<file path="config.mk">
export PLATFORM = sky130hd
export DESIGN_NAME = lc3_mem_ctrl
export DESIGN_NICKNAME = d
export VERILOG_FILES = /design/src/rtl/lc3_pkg.sv /design/src/rtl/lc3_io_regs.sv /design/src/rtl/lc3_mem_ctrl.sv
export SDC_FILE = /design/constraint.sdc
export NUM_CORES = 1
export LEC_CHECK = 0
export CORE_AREA = 5 5 118 86
export DETAILED_ROUTE_END_ITERATION = 10
export DIE_AREA = 0 0 123 91
export HOLD_SLACK_MARGIN = 0.15
export PLACE_DENSITY = 0.72
export RECOVER_POWER = 25
export SLEW_MARGIN = 20
export SYNTH_ARGS = -nofsm -noshare
export SYNTH_HDL_FRONTEND = slang
export SYNTH_SLANG_ARGS = --single-unit
</file>
<file path="constraint.sdc">
create_clock -name i_clk -period 3.1 [get_ports i_clk]
set_input_delay 0.31 -clock i_clk [delete_from_list [all_inputs] [get_ports i_clk]]
set_output_delay 0.31 -clock i_clk [all_outputs]
set_load 0.1 [all_outputs]
</file>
<file path="src/rtl/lc3_pkg.sv">
// Shared constants for the LC-3 memory controller: IO map, FSM states, R/W encoding.
package lc3_pkg;

  localparam int unsigned DATA_W = 16;
  localparam int unsigned CHAR_W = 8;

  localparam logic [DATA_W-1:0] LC3_KBSR_ADDR = 16'hFE00;
  localparam logic [DATA_W-1:0] LC3_KBDR_ADDR = 16'hFE02;
  localparam logic [DATA_W-1:0] LC3_DSR_ADDR  = 16'hFE04;
  localparam logic [DATA_W-1:0] LC3_DDR_ADDR  = 16'hFE06;
  localparam logic [DATA_W-1:0] LC3_IO_BASE   = 16'hFE00;

  localparam logic RW_READ  = 1'b0;
  localparam logic RW_WRITE = 1'b1;

  localparam logic [1:0] ST_IDLE = 2'd0;
  localparam logic [1:0] ST_MEM  = 2'd1;
  localparam logic [1:0] ST_IO   = 2'd2;
  localparam logic [1:0] ST_DONE = 2'd3;

endpackage

</file>
<file path="src/rtl/lc3_io_regs.sv">
// Memory-mapped keyboard/display registers with read mux and device handshakes.
module lc3_io_regs
  import lc3_pkg::*;
#(
  parameter logic [DATA_W-1:0] KBSR_ADDR = LC3_KBSR_ADDR,
  parameter logic [DATA_W-1:0] KBDR_ADDR = LC3_KBDR_ADDR,
  parameter logic [DATA_W-1:0] DSR_ADDR  = LC3_DSR_ADDR,
  parameter logic [DATA_W-1:0] DDR_ADDR  = LC3_DDR_ADDR
) (
  input  logic              i_clk,
  input  logic              i_rst_n,
  input  logic [DATA_W-1:0] i_addr,
  input  logic              i_rd,
  input  logic              i_wr,
  input  logic              i_wdata_ie,
  input  logic [CHAR_W-1:0] i_wdata_char,
  output logic [DATA_W-1:0] o_rdata_c,
  input  logic              i_kb_valid,
  input  logic [CHAR_W-1:0] i_kb_data,
  output logic              o_disp_valid,
  output logic [CHAR_W-1:0] o_disp_data,
  input  logic              i_disp_ack
);

  logic              r_kb_rdy;
  logic              r_kb_ie;
  logic [CHAR_W-1:0] r_kbdr;
  logic              r_dsr_rdy;
  logic              r_disp_valid;
  logic [CHAR_W-1:0] r_disp_data;
  logic              w_kbdr_rd;
  logic              w_kbsr_wr;
  logic              w_ddr_wr;

  assign w_kbdr_rd    = i_rd && (i_addr == KBDR_ADDR);
  assign w_kbsr_wr    = i_wr && (i_addr == KBSR_ADDR);
  assign w_ddr_wr     = i_wr && (i_addr == DDR_ADDR);
  assign o_disp_valid = r_disp_valid;
  assign o_disp_data  = r_disp_data;

  // Read mux; unmapped IO addresses read as zero.
  always_comb begin
    o_rdata_c = '0;
    if (i_addr == KBSR_ADDR)      o_rdata_c = {r_kb_rdy, r_kb_ie, 14'b0};
    else if (i_addr == KBDR_ADDR) o_rdata_c = {8'b0, r_kbdr};
    else if (i_addr == DSR_ADDR)  o_rdata_c = {r_dsr_rdy, 15'b0};
  end

  // Keyboard: a new character beats a concurrent KBDR read-clear.
  always_ff @(posedge i_clk or negedge i_rst_n) begin
    if (!i_rst_n) begin
      r_kb_rdy <= 1'b0;
      r_kb_ie  <= 1'b0;
      r_kbdr   <= '0;
    end else begin
      if (i_kb_valid) begin
        r_kbdr   <= i_kb_data;
        r_kb_rdy <= 1'b1;
      end else if (w_kbdr_rd) begin
        r_kb_rdy <= 1'b0;
      end
      if (w_kbsr_wr) r_kb_ie <= i_wdata_ie;
    end
  end

  // Display: a DDR write beats a concurrent acknowledge.
  always_ff @(posedge i_clk or negedge i_rst_n) begin
    if (!i_rst_n) begin
      r_dsr_rdy    <= 1'b1;
      r_disp_valid <= 1'b0;
      r_disp_data  <= '0;
    end else if (w_ddr_wr) begin
      r_disp_data  <= i_wdata_char;
      r_disp_valid <= 1'b1;
      r_dsr_rdy    <= 1'b0;
    end else if (i_disp_ack && r_disp_valid) begin
      r_disp_valid <= 1'b0;
      r_dsr_rdy    <= 1'b1;
    end
  end

endmodule

</file>
<file path="src/rtl/lc3_mem_ctrl.sv">
// LC-3 MAR/MDR, address decode and multi-cycle memory/IO access sequencer.
module lc3_mem_ctrl
  import lc3_pkg::*;
#(
  parameter logic [DATA_W-1:0] KBSR_ADDR = LC3_KBSR_ADDR,
  parameter logic [DATA_W-1:0] KBDR_ADDR = LC3_KBDR_ADDR,
  parameter logic [DATA_W-1:0] DSR_ADDR  = LC3_DSR_ADDR,
  parameter logic [DATA_W-1:0] DDR_ADDR  = LC3_DDR_ADDR,
  parameter logic [DATA_W-1:0] IO_BASE   = LC3_IO_BASE
) (
  input  logic              i_clk,
  input  logic              i_rst_n,
  input  logic [DATA_W-1:0] i_bus,
  input  logic              i_ld_mar,
  input  logic              i_ld_mdr,
  input  logic              i_mio_en,
  input  logic              i_rw,
  output logic [DATA_W-1:0] o_mar,
  output logic [DATA_W-1:0] o_mdr,
  output logic              o_ready,
  output logic              o_mem_en,
  output logic              o_mem_we,
  output logic [DATA_W-1:0] o_mem_addr,
  output logic [DATA_W-1:0] o_mem_wdata,
  input  logic [DATA_W-1:0] i_mem_rdata,
  input  logic              i_mem_ready,
  input  logic              i_kb_valid,
  input  logic [CHAR_W-1:0] i_kb_data,
  output logic              o_disp_valid,
  output logic [CHAR_W-1:0] o_disp_data,
  input  logic              i_disp_ack
);

  logic [1:0]        r_state;
  logic [1:0]        w_next;
  logic [DATA_W-1:0] r_mar;
  logic [DATA_W-1:0] r_mdr;
  logic [DATA_W-1:0] r_rdbuf;
  logic              r_rw;
  logic              r_ready;
  logic              r_mem_en;
  logic              r_mem_we;
  logic              w_io_rd;
  logic              w_io_wr;
  logic              w_mar_open;
  logic [DATA_W-1:0] w_io_rdata;

  assign o_mar       = r_mar;
  assign o_mdr       = r_mdr;
  assign o_ready     = r_ready;
  assign o_mem_en    = r_mem_en;
  assign o_mem_we    = r_mem_we;
  assign o_mem_addr  = r_mar;
  assign o_mem_wdata = r_mdr;

  assign w_io_rd    = (r_state == ST_IO) && (r_rw == RW_READ);
  assign w_io_wr    = (r_state == ST_IO) && (r_rw == RW_WRITE);
  // MAR is frozen from access entry until the access has been released.
  assign w_mar_open = !i_mio_en && ((r_state == ST_IDLE) || (r_state == ST_DONE));

  // Next-state: decode MAR on entry, wait for memory, hold DONE until release.
  always_comb begin
    w_next = r_state;
    case (r_state)
      ST_IDLE: if (i_mio_en) w_next = (r_mar < IO_BASE) ? ST_MEM : ST_IO;
      ST_MEM:  if (i_mem_ready) w_next = ST_DONE;
      ST_IO:   w_next = ST_DONE;
      ST_DONE: if (!i_mio_en) w_next = ST_IDLE;
      default: w_next = ST_IDLE;
    endcase
  end

  // State register plus registered handshake outputs derived from next state.
  always_ff @(posedge i_clk or negedge i_rst_n) begin
    if (!i_rst_n) begin
      r_state  <= ST_IDLE;
      r_rw     <= RW_READ;
      r_ready  <= 1'b0;
      r_mem_en <= 1'b0;
      r_mem_we <= 1'b0;
    end else begin
      r_state  <= w_next;
      r_ready  <= (w_next == ST_DONE);
      r_mem_en <= (w_next == ST_MEM);
      r_mem_we <= (w_next == ST_MEM) && ((r_state == ST_IDLE) ? i_rw : r_rw);
      if ((r_state == ST_IDLE) && i_mio_en) r_rw <= i_rw;
    end
  end

  // MAR/MDR loads and the read buffer filled by memory or the IO read mux.
  always_ff @(posedge i_clk or negedge i_rst_n) begin
    if (!i_rst_n) begin
      r_mar   <= '0;
      r_mdr   <= '0;
      r_rdbuf <= '0;
    end else begin
      if (i_ld_mar && w_mar_open) r_mar <= i_bus;
      if (i_ld_mdr && !i_mio_en) begin
        r_mdr <= i_bus;
      end else if (i_ld_mdr && (r_state == ST_DONE) && (r_rw == RW_READ)) begin
        r_mdr <= r_rdbuf;
      end
      if ((r_state == ST_MEM) && i_mem_ready) r_rdbuf <= i_mem_rdata;
      else if (w_io_rd)                       r_rdbuf <= w_io_rdata;
    end
  end

  lc3_io_regs #(
    .KBSR_ADDR (KBSR_ADDR),
    .KBDR_ADDR (KBDR_ADDR),
    .DSR_ADDR  (DSR_ADDR),
    .DDR_ADDR  (DDR_ADDR)
  ) u_io_regs (
    .i_clk        (i_clk),
    .i_rst_n      (i_rst_n),
    .i_addr       (r_mar),
    .i_rd         (w_io_rd),
    .i_wr         (w_io_wr),
    .i_wdata_ie   (r_mdr[14]),
    .i_wdata_char (r_mdr[CHAR_W-1:0]),
    .o_rdata_c    (w_io_rdata),
    .i_kb_valid   (i_kb_valid),
    .i_kb_data    (i_kb_data),
    .o_disp_valid (o_disp_valid),
    .o_disp_data  (o_disp_data),
    .i_disp_ack   (i_disp_ack)
  );

endmodule

</file>
### After elaboration in Yosys (flattened, before gate mapping)

Cells that the tools add are included.

* bits in registers: 74
* logic and storage cells: 65

* bitwise logic cells: 1
* order comparisons: 1
* muxes and demuxes: 19
* eq/ne operators: 9
* reduce and logical (&&, ||, !) cells: 21

Operators with widths (number)
* $mux W16: 7
* $eq A16 B16 Y1 const B: 4
* $lt A16 B16 Y1 const B: 1
* $logic_and A1 B1 Y1: 14
* $mux W2: 4
* $pmux W2 S4: 1
* $reduce_bool A2 Y1: 4
* $mux W1: 7
* $eq A2 B2 Y1 const B: 3
* $eq A2 B1 Y1 const B: 2
* $logic_not A2 Y1: 1
* $logic_not A1 Y1: 1
* $logic_or A1 B1 Y1: 1
* $not A1 Y1: 1

### Depth between registers and ports, before layout

Gate-level depths: netlist of the first run.

* depth in word-level cells: 6
* mapped depth: 7
* depth with buffers taken out: 6

### Modules after synthesis

A second synthesis of the first run with hierarchy kept.

* cell total of the unflattened synthesis: 305
* area, all modules: 3893.7 um^2

By module, submodules not included
* lc3_mem_ctrl: cells an instance 231, area an instance 2901.5 um^2, instances 1
* lc3_io_regs: cells an instance 74, area an instance 992.2 um^2, instances 1

### Least setup slack after synthesis of the first run

Ideal clock, no wire load.

* path type: flip-flop to flip-flop
* from: register r_mar[13] (netlist: o_mar[13])
* to: register u_io_regs.r_disp_data[0] (netlist: u_io_regs.o_disp_data[0])
* library setup time: 0.126 ns
* period minus slack after synthesis: 2.511 ns
* cell stages (with the launch flop): 6
* arrival: 2.385 ns
* buffers on the path: 1
* slack: 0.589 ns
* path through: dfrtp_1 nand4_1 nor4_2 and4_1 buf_6 mux2_2

* cells in the longest elaborated chain, start to end: 2

RTL lines
* from (decl): RTL line lc3_mem_ctrl.sv:36 `logic [DATA_W-1:0] r_mar;`
* from (signal assigned): RTL line lc3_mem_ctrl.sv:97 `if (i_ld_mar && w_mar_open) r_mar <= i_bus;`
* $eq A16 B16 Y1: RTL line lc3_io_regs.sv:37 `assign w_ddr_wr = i_wr && (i_addr == DDR_ADDR);`
* $logic_and A1 B1 Y1: RTL line lc3_io_regs.sv:37
* to (signal assigned): RTL line lc3_io_regs.sv:73 `r_disp_data <= i_wdata_char;`
* to (decl): RTL line lc3_io_regs.sv:30 `logic [CHAR_W-1:0] r_disp_data;`

Every way passes these cells.
A chain may end at the register's enable or synchronous reset.

### Worst setup path after layout of the first run

* from: register r_mar[5] (netlist: o_mar[5])
* to: register u_io_regs.r_disp_data[6] (netlist: u_io_regs.o_disp_data[6])

Same word-level chain as after synthesis.

==> metrics.csv, run 1 <==
metric,value,unit
Post-DP Area,4520,um2
CTS Buf Count,9,
Max transition margin,-0.197,
"antenna viol nets, final",0,
Clock Skew,4.96,ps
failing checks,"capacitance limit, slew limit",
peak fanout along the critical path,10,
hold crit path type,in -> async,
Worst Path Buf+Inv,0,
Syn Std Cell Area,3460,um2
Critical Path Source Type,register,
WL/cell,17.7,um
required time worst endpoint,3320,ps
htree depth,3,
initial drt markers,102,
initial core utilization,0.389,
final hold viol count,0,
Max Cap Viol,1,
IO Count,125,
dpl ws,855,ps
Mapped Avg Cell Area,11.5,um2
PortBufs,124,
Final period util,0.728,
chip width,123,um
"Clk pin slew, worst setup/hold paths",60,ps
Peak Freq,443,MHz
Die Y,91,um
crit path kind,reg -> reg,
maximum number of pins on one net before global-route repair,75,
DRC errors left,0,
total die area,11200,um2
# hold bufs at CTS,0,
ys async rst share,1.00,
GRT Util Overall,0.170,
clock root buffer,clkbuf_16,
Post-CTS Setup Inserts,0,
Skew-Pair Late Insertion Delay,330,ps
post-CTS sizing,0,
Post-DP HPWL,7100,um
Syn Inst Count,302,
Cells after DPL,508,
antenna violations before repair,0,
detailed-route via count,2570,
fraction of layout cells with a size suffix above 1,0.225,
Core Box Area,8890,um2
critical-path cell list,or4_4 -> nor4_2 -> and4_1 -> mux2_2,
"Net count, final",448,
area grow syn2layout,39.1,%
Yosys reg bits,74,
Yosys warnings,0,
Final Slew Violations,75,
worst slew pin tran,1800,ps
fin area,4810,um2
RD Place Congestion,0.827,
Worst EP arrival,2470,ps
Final Non-Filler Cells,524,
Top Family by Delay on Critical Path,simple AND/OR/NAND/NOR gates,
Synth cell types,37,
Setup TNS Final,0,ps
Rows,29,
CTS Sinks,74,
CP max-delay cell,or4_4,
"Seq/Total Area, Yosys",0.536,
Syn Nets,355,
unrepaired setup endpoints after global routing,false,
vias in the first global route,2674,
Final setup viols,0,
launch point of the worst path,o_mar[5],
crit-path max cell delay,560,ps
global-route wire length before repair,14600,um
worst setup margin,842,ps
Pre-antenna DRT Iters,4,
reg2reg start,o_mar[5],
Clock Path Buffers,2,
status,"finished, violations left",
drt total wl,9250,um
post-layout minimum cycle time,2260,ps
gr ovfl total,0,
"EDFF count, synth",0,
Worst R2R Setup Slack,840,ps
Worst setup EP type,register,
TritonCTS clock tree,yes,
top_reg_cell synth,dfrtp_1,
ratio of routed vias to standard cells,4.90,
diodes inserted,0,
[cells by family after synthesis]
family          synth area share
mux                        0.163
buf+inv                   0.0948
flops                      0.536
simple gates               0.102
fa+ha+maj                 0.0145
compound gates            0.0905
[synth_stat cells, types with 5 or more instances]
master,instances,area (um2)
a21oi_1,21,105
a22o_1,6,52.6
buf_4,33,248
clkbuf_1,12,45.0
dfrtp_1,73,1830
inv_1,5,18.8
mux2_2,33,372
mux2i_1,18,180
nand2_1,21,78.8
nand3_1,9,45.0
nor2_1,14,52.6
o21ai_0,18,90.1
[worst paths after layout]
kind	end	cells past startpoint
worst max-delay path	u_io_regs.o_disp_data[6]	4
worst min-delay path	u_io_regs.o_disp_data[3]	1
worst max register to register	u_io_regs.o_disp_data[6]	4
worst min register to register	u_io_regs.r_kb_rdy	1
max in group asynchronous	o_ready	1
min in group i_clk	u_io_regs.r_kb_rdy	1
[state kept, by name (all words and copies together), names as in the netlist]
| signal | count |
|---|---|
| o_mar | 16 |
| o_mdr | 16 |
| o_mem_en | 1 |
| o_mem_we | 1 |
| o_ready | 1 |
| r_rdbuf | 16 |
| r_rw | 1 |
| r_state | 2 |
| u_io_regs.o_disp_data | 8 |
| u_io_regs.o_disp_valid | 1 |
| u_io_regs.r_dsr_rdy | 1 |
| u_io_regs.r_kb_ie | 1 |
| u_io_regs.r_kb_rdy | 1 |
| u_io_regs.r_kbdr | 8 |
[area by class of cell]
class	count	area, um2
inverter	5	18.8
fill	790	4080
clock inverter	5	63.8
sequential	74	1850
tap	124	155
timing repair buffer	129	1200
clock buffer	11	233
multi-input combinational	176	1280
[worst register-to-register path: stages, from the launching register on]
cell	delay, ps
dfrtp_1	420
or4_4	560
nor4_2	260
and4_1	520
mux2_2	390
[stage by stage]
stage | hold slack (ps) | utilization
detailed placement | 478 | 0.508
global route | 517 | 0.541
finish | 460 | 0.541
CTS | 154 | 0.541
floorplan | 14.4 | -
global placement | 463 | 0.508
[placed cells by master, fill, tap and decap left out, drive strengths merged, types with 2 or more instances in the layout]
cell type / n
inv: 6
nor4: 3
nand2: 21
a21o: 3
nand3: 9
nor2b: 2
clkbuf: 12
mux2i: 18
clkinv: 2
clkdlybuf4s50: 95
and2: 2
nor3: 5
nand2b: 2
nor2: 14
mux2: 34
a22o: 6
buf: 33
o21ai: 18
ha: 4
dfrtp: 73
nand4: 3
a21oi: 21
[routing by layer]
| metal | wire, um | vias to the layer above | part of all wire | track usage |
|---|---|---|---|---|
| li1 | - | 1215 | - | - |
| met1 | 4140 | 1229 | 0.45 | 0.226 |
| met2 | 4050 | 118 | 0.44 | 0.255 |
| met3 | 972 | 8 | 0.11 | 0.0795 |
| met4 | 89 | 0 | 0.0096 | 0.0378 |
| met5 | 0 | - | 0 | 0 |
Power of run 1 is not shown: default switching activity piles up to over one toggle a cycle in this logic, so the estimate is an artifact.
==> run 2, diff against run 1 <==
==> constraint.sdc (replaced) <==
create_clock -name i_clk -period 2.1 [get_ports i_clk]
set_input_delay 0.21 -clock i_clk [delete_from_list [all_inputs] [get_ports i_clk]]
set_output_delay 0.21 -clock i_clk [all_outputs]
set_load 0.1 [all_outputs]
==> run 2 against run 1 <==
The flow now finishes without violations. Routed wire length decreased by 0.28%. Critical path depth increased by 1. Via count increased by 3.3%. Critical endpoint is now u_io_regs.o_disp_data[1]. Largest cell class unchanged.
==> metrics.csv, run 2 (synthesis results as in run 1) <==
metric,value,unit,change
Final Slew Violations,0,,-100%
final hold viol count,0,,unchanged
CP max-delay cell,or4_4,,
clock root buffer,clkbuf_16,,
CTS Buf Count,9,,unchanged
Clock Skew,7.92,ps,+2.97 ps
Post-DP Area,4560,um2,+1.0%
diodes inserted,0,,unchanged
gr ovfl total,0,,unchanged
"antenna viol nets, final",0,,unchanged
htree depth,3,,unchanged
Die Y,91,um,unchanged
"Clk pin slew, worst setup/hold paths",60,ps,about the same
WL/cell,17.2,um,-2.5%
chip width,123,um,unchanged
TritonCTS clock tree,yes,,
Rows,29,,unchanged
CTS Sinks,74,,unchanged
GRT Util Overall,0.168,,-0.00199
"leading cell type in the layout, fill and taps excluded",buf_4,,
Final period util,0.973,,+0.245
detailed-route via count,2655,,+3.3%
peak fanout along the critical path,10,,unchanged
required time worst endpoint,2310,ps,-1010 ps
critical-path cell list,or4_4 -> nor4_4 -> and4_1 -> buf_12 -> mux2_4,,
drt total wl,9220,um,-0.28%
Final setup viols,0,,unchanged
maximum number of pins on one net before global-route repair,54,,-28%
initial core utilization,0.389,,unchanged
vias in the first global route,2657,,-0.64%
Peak Freq,489,MHz,+11%
Critical Path Source Type,register,,
hold crit path type,in -> reg,,
DRC errors left,0,,unchanged
"Net count, final",460,,+2.7%
global-route wire length before repair,14600,um,+0.47%
Post-DP HPWL,6960,um,-2.0%
Max Cap Viol,0,,-1
Worst EP arrival,2250,ps,-220 ps
Worst R2R Setup Slack,60,ps,-790 ps
initial drt markers,167,,+64%
Pre-antenna DRT Iters,4,,unchanged
Clock Path Buffers,2,,unchanged
IO Count,125,,unchanged
status,finished clean,,
fraction of layout cells with a size suffix above 1,0.400,,+0.175
crit-path max cell delay,540,ps,-20 ps
total die area,11200,um2,unchanged
RD Place Congestion,0.802,,-3.0%
fin area,4920,um2,+2.2%
area grow syn2layout,42.2,%,
post-layout minimum cycle time,2040,ps,-215 ps
unrepaired setup endpoints after global routing,false,,
worst slew pin tran,1350,ps,-443 ps
ratio of routed vias to standard cells,4.95,,+0.99%
Core Box Area,8890,um2,unchanged
Max transition margin,0.0981,,+0.295
antenna violations before repair,0,,unchanged
Skew-Pair Late Insertion Delay,330,ps,about the same
crit path kind,reg -> reg,,
PortBufs,124,,unchanged
"commonest cells after routing, fill and taps aside","89 x buf_4, 58 x dfrtp_1, 46 x clkdlybuf4s50_1, 26 x mux2_2",,
Worst setup EP type,register,,
==> run 2: final cells by class <==
cell class | count | area (um2)
tap | 124 | 155
multi-input combinational | 176 | 1330
inverter | 5 | 18.8
sequential | 74 | 1880
timing repair buffer | 141 | 1200
clock inverter | 5 | 104
clock buffer | 11 | 233
fill | 785 | 3970
==> run 2: per-layer routing <==
| metal | routed length, um | global-route usage | vias to the layer above | part of all wire |
|---|---|---|---|---|
| met5 | 0 | 0 | - | 0 |
| met4 | 95 | 0.0470 | 0 | 0.010 |
| met3 | 772 | 0.0528 | 10 | 0.084 |
| met2 | 3980 | 0.243 | 96 | 0.43 |
| met1 | 4380 | 0.243 | 1306 | 0.47 |
| li1 | - | - | 1243 | - |
==> run 2: path summary, 6_finish.rpt <==
path	cells after the start	to	from
setup reg to reg	5	u_io_regs.o_disp_data[1]	o_mar[5]
hold reg to reg	1	r_rdbuf[11]	r_rdbuf[11]
setup / recovery	5	u_io_regs.o_disp_data[1]	o_mar[5]
min in group asynchronous	2	o_mdr[11]	i_rst_n
max in group asynchronous	2	o_mar[5]	i_rst_n
hold / removal	3	r_rdbuf[7]	i_mem_rdata[7]
==> run 2: what timing repair did <==
item                                    4_1_cts  5_1_grt
endpoints found under the hold margin        50        0
buffers inserted                              0        0
hold buffers                                  1        0
resized for setup                             0        2
endpoints found under the setup margin        0        8
==> run 2: stage by stage <==
stage / setup WS, ps / cells / setup TNS [ps] / hold slack [ps] / utilization
3_3_place_gp: 55.6 / 519 / 0 / 292 / 0.513
3_5_place_dp: 14.2 / 519 / 0 / 302 / 0.513
4_1_cts: 3.71 / 536 / 0 / 446 / 0.552
5_1_grt: 4.33 / 536 / 0 / 466 / 0.553
6_report: 57.0 / 536 / 0 / 456 / 0.553
2_1_floorplan: -56.4 / 302 / -451 / -85.6 / -
==> run 2: critical path: cells and delay by family (launching register included) <==
kind	cells	cell delay [ps]
simple gates	3	980
buf+inv	1	150
mux	1	300
flops	1	490
Power of run 2 is left out for the same reason.
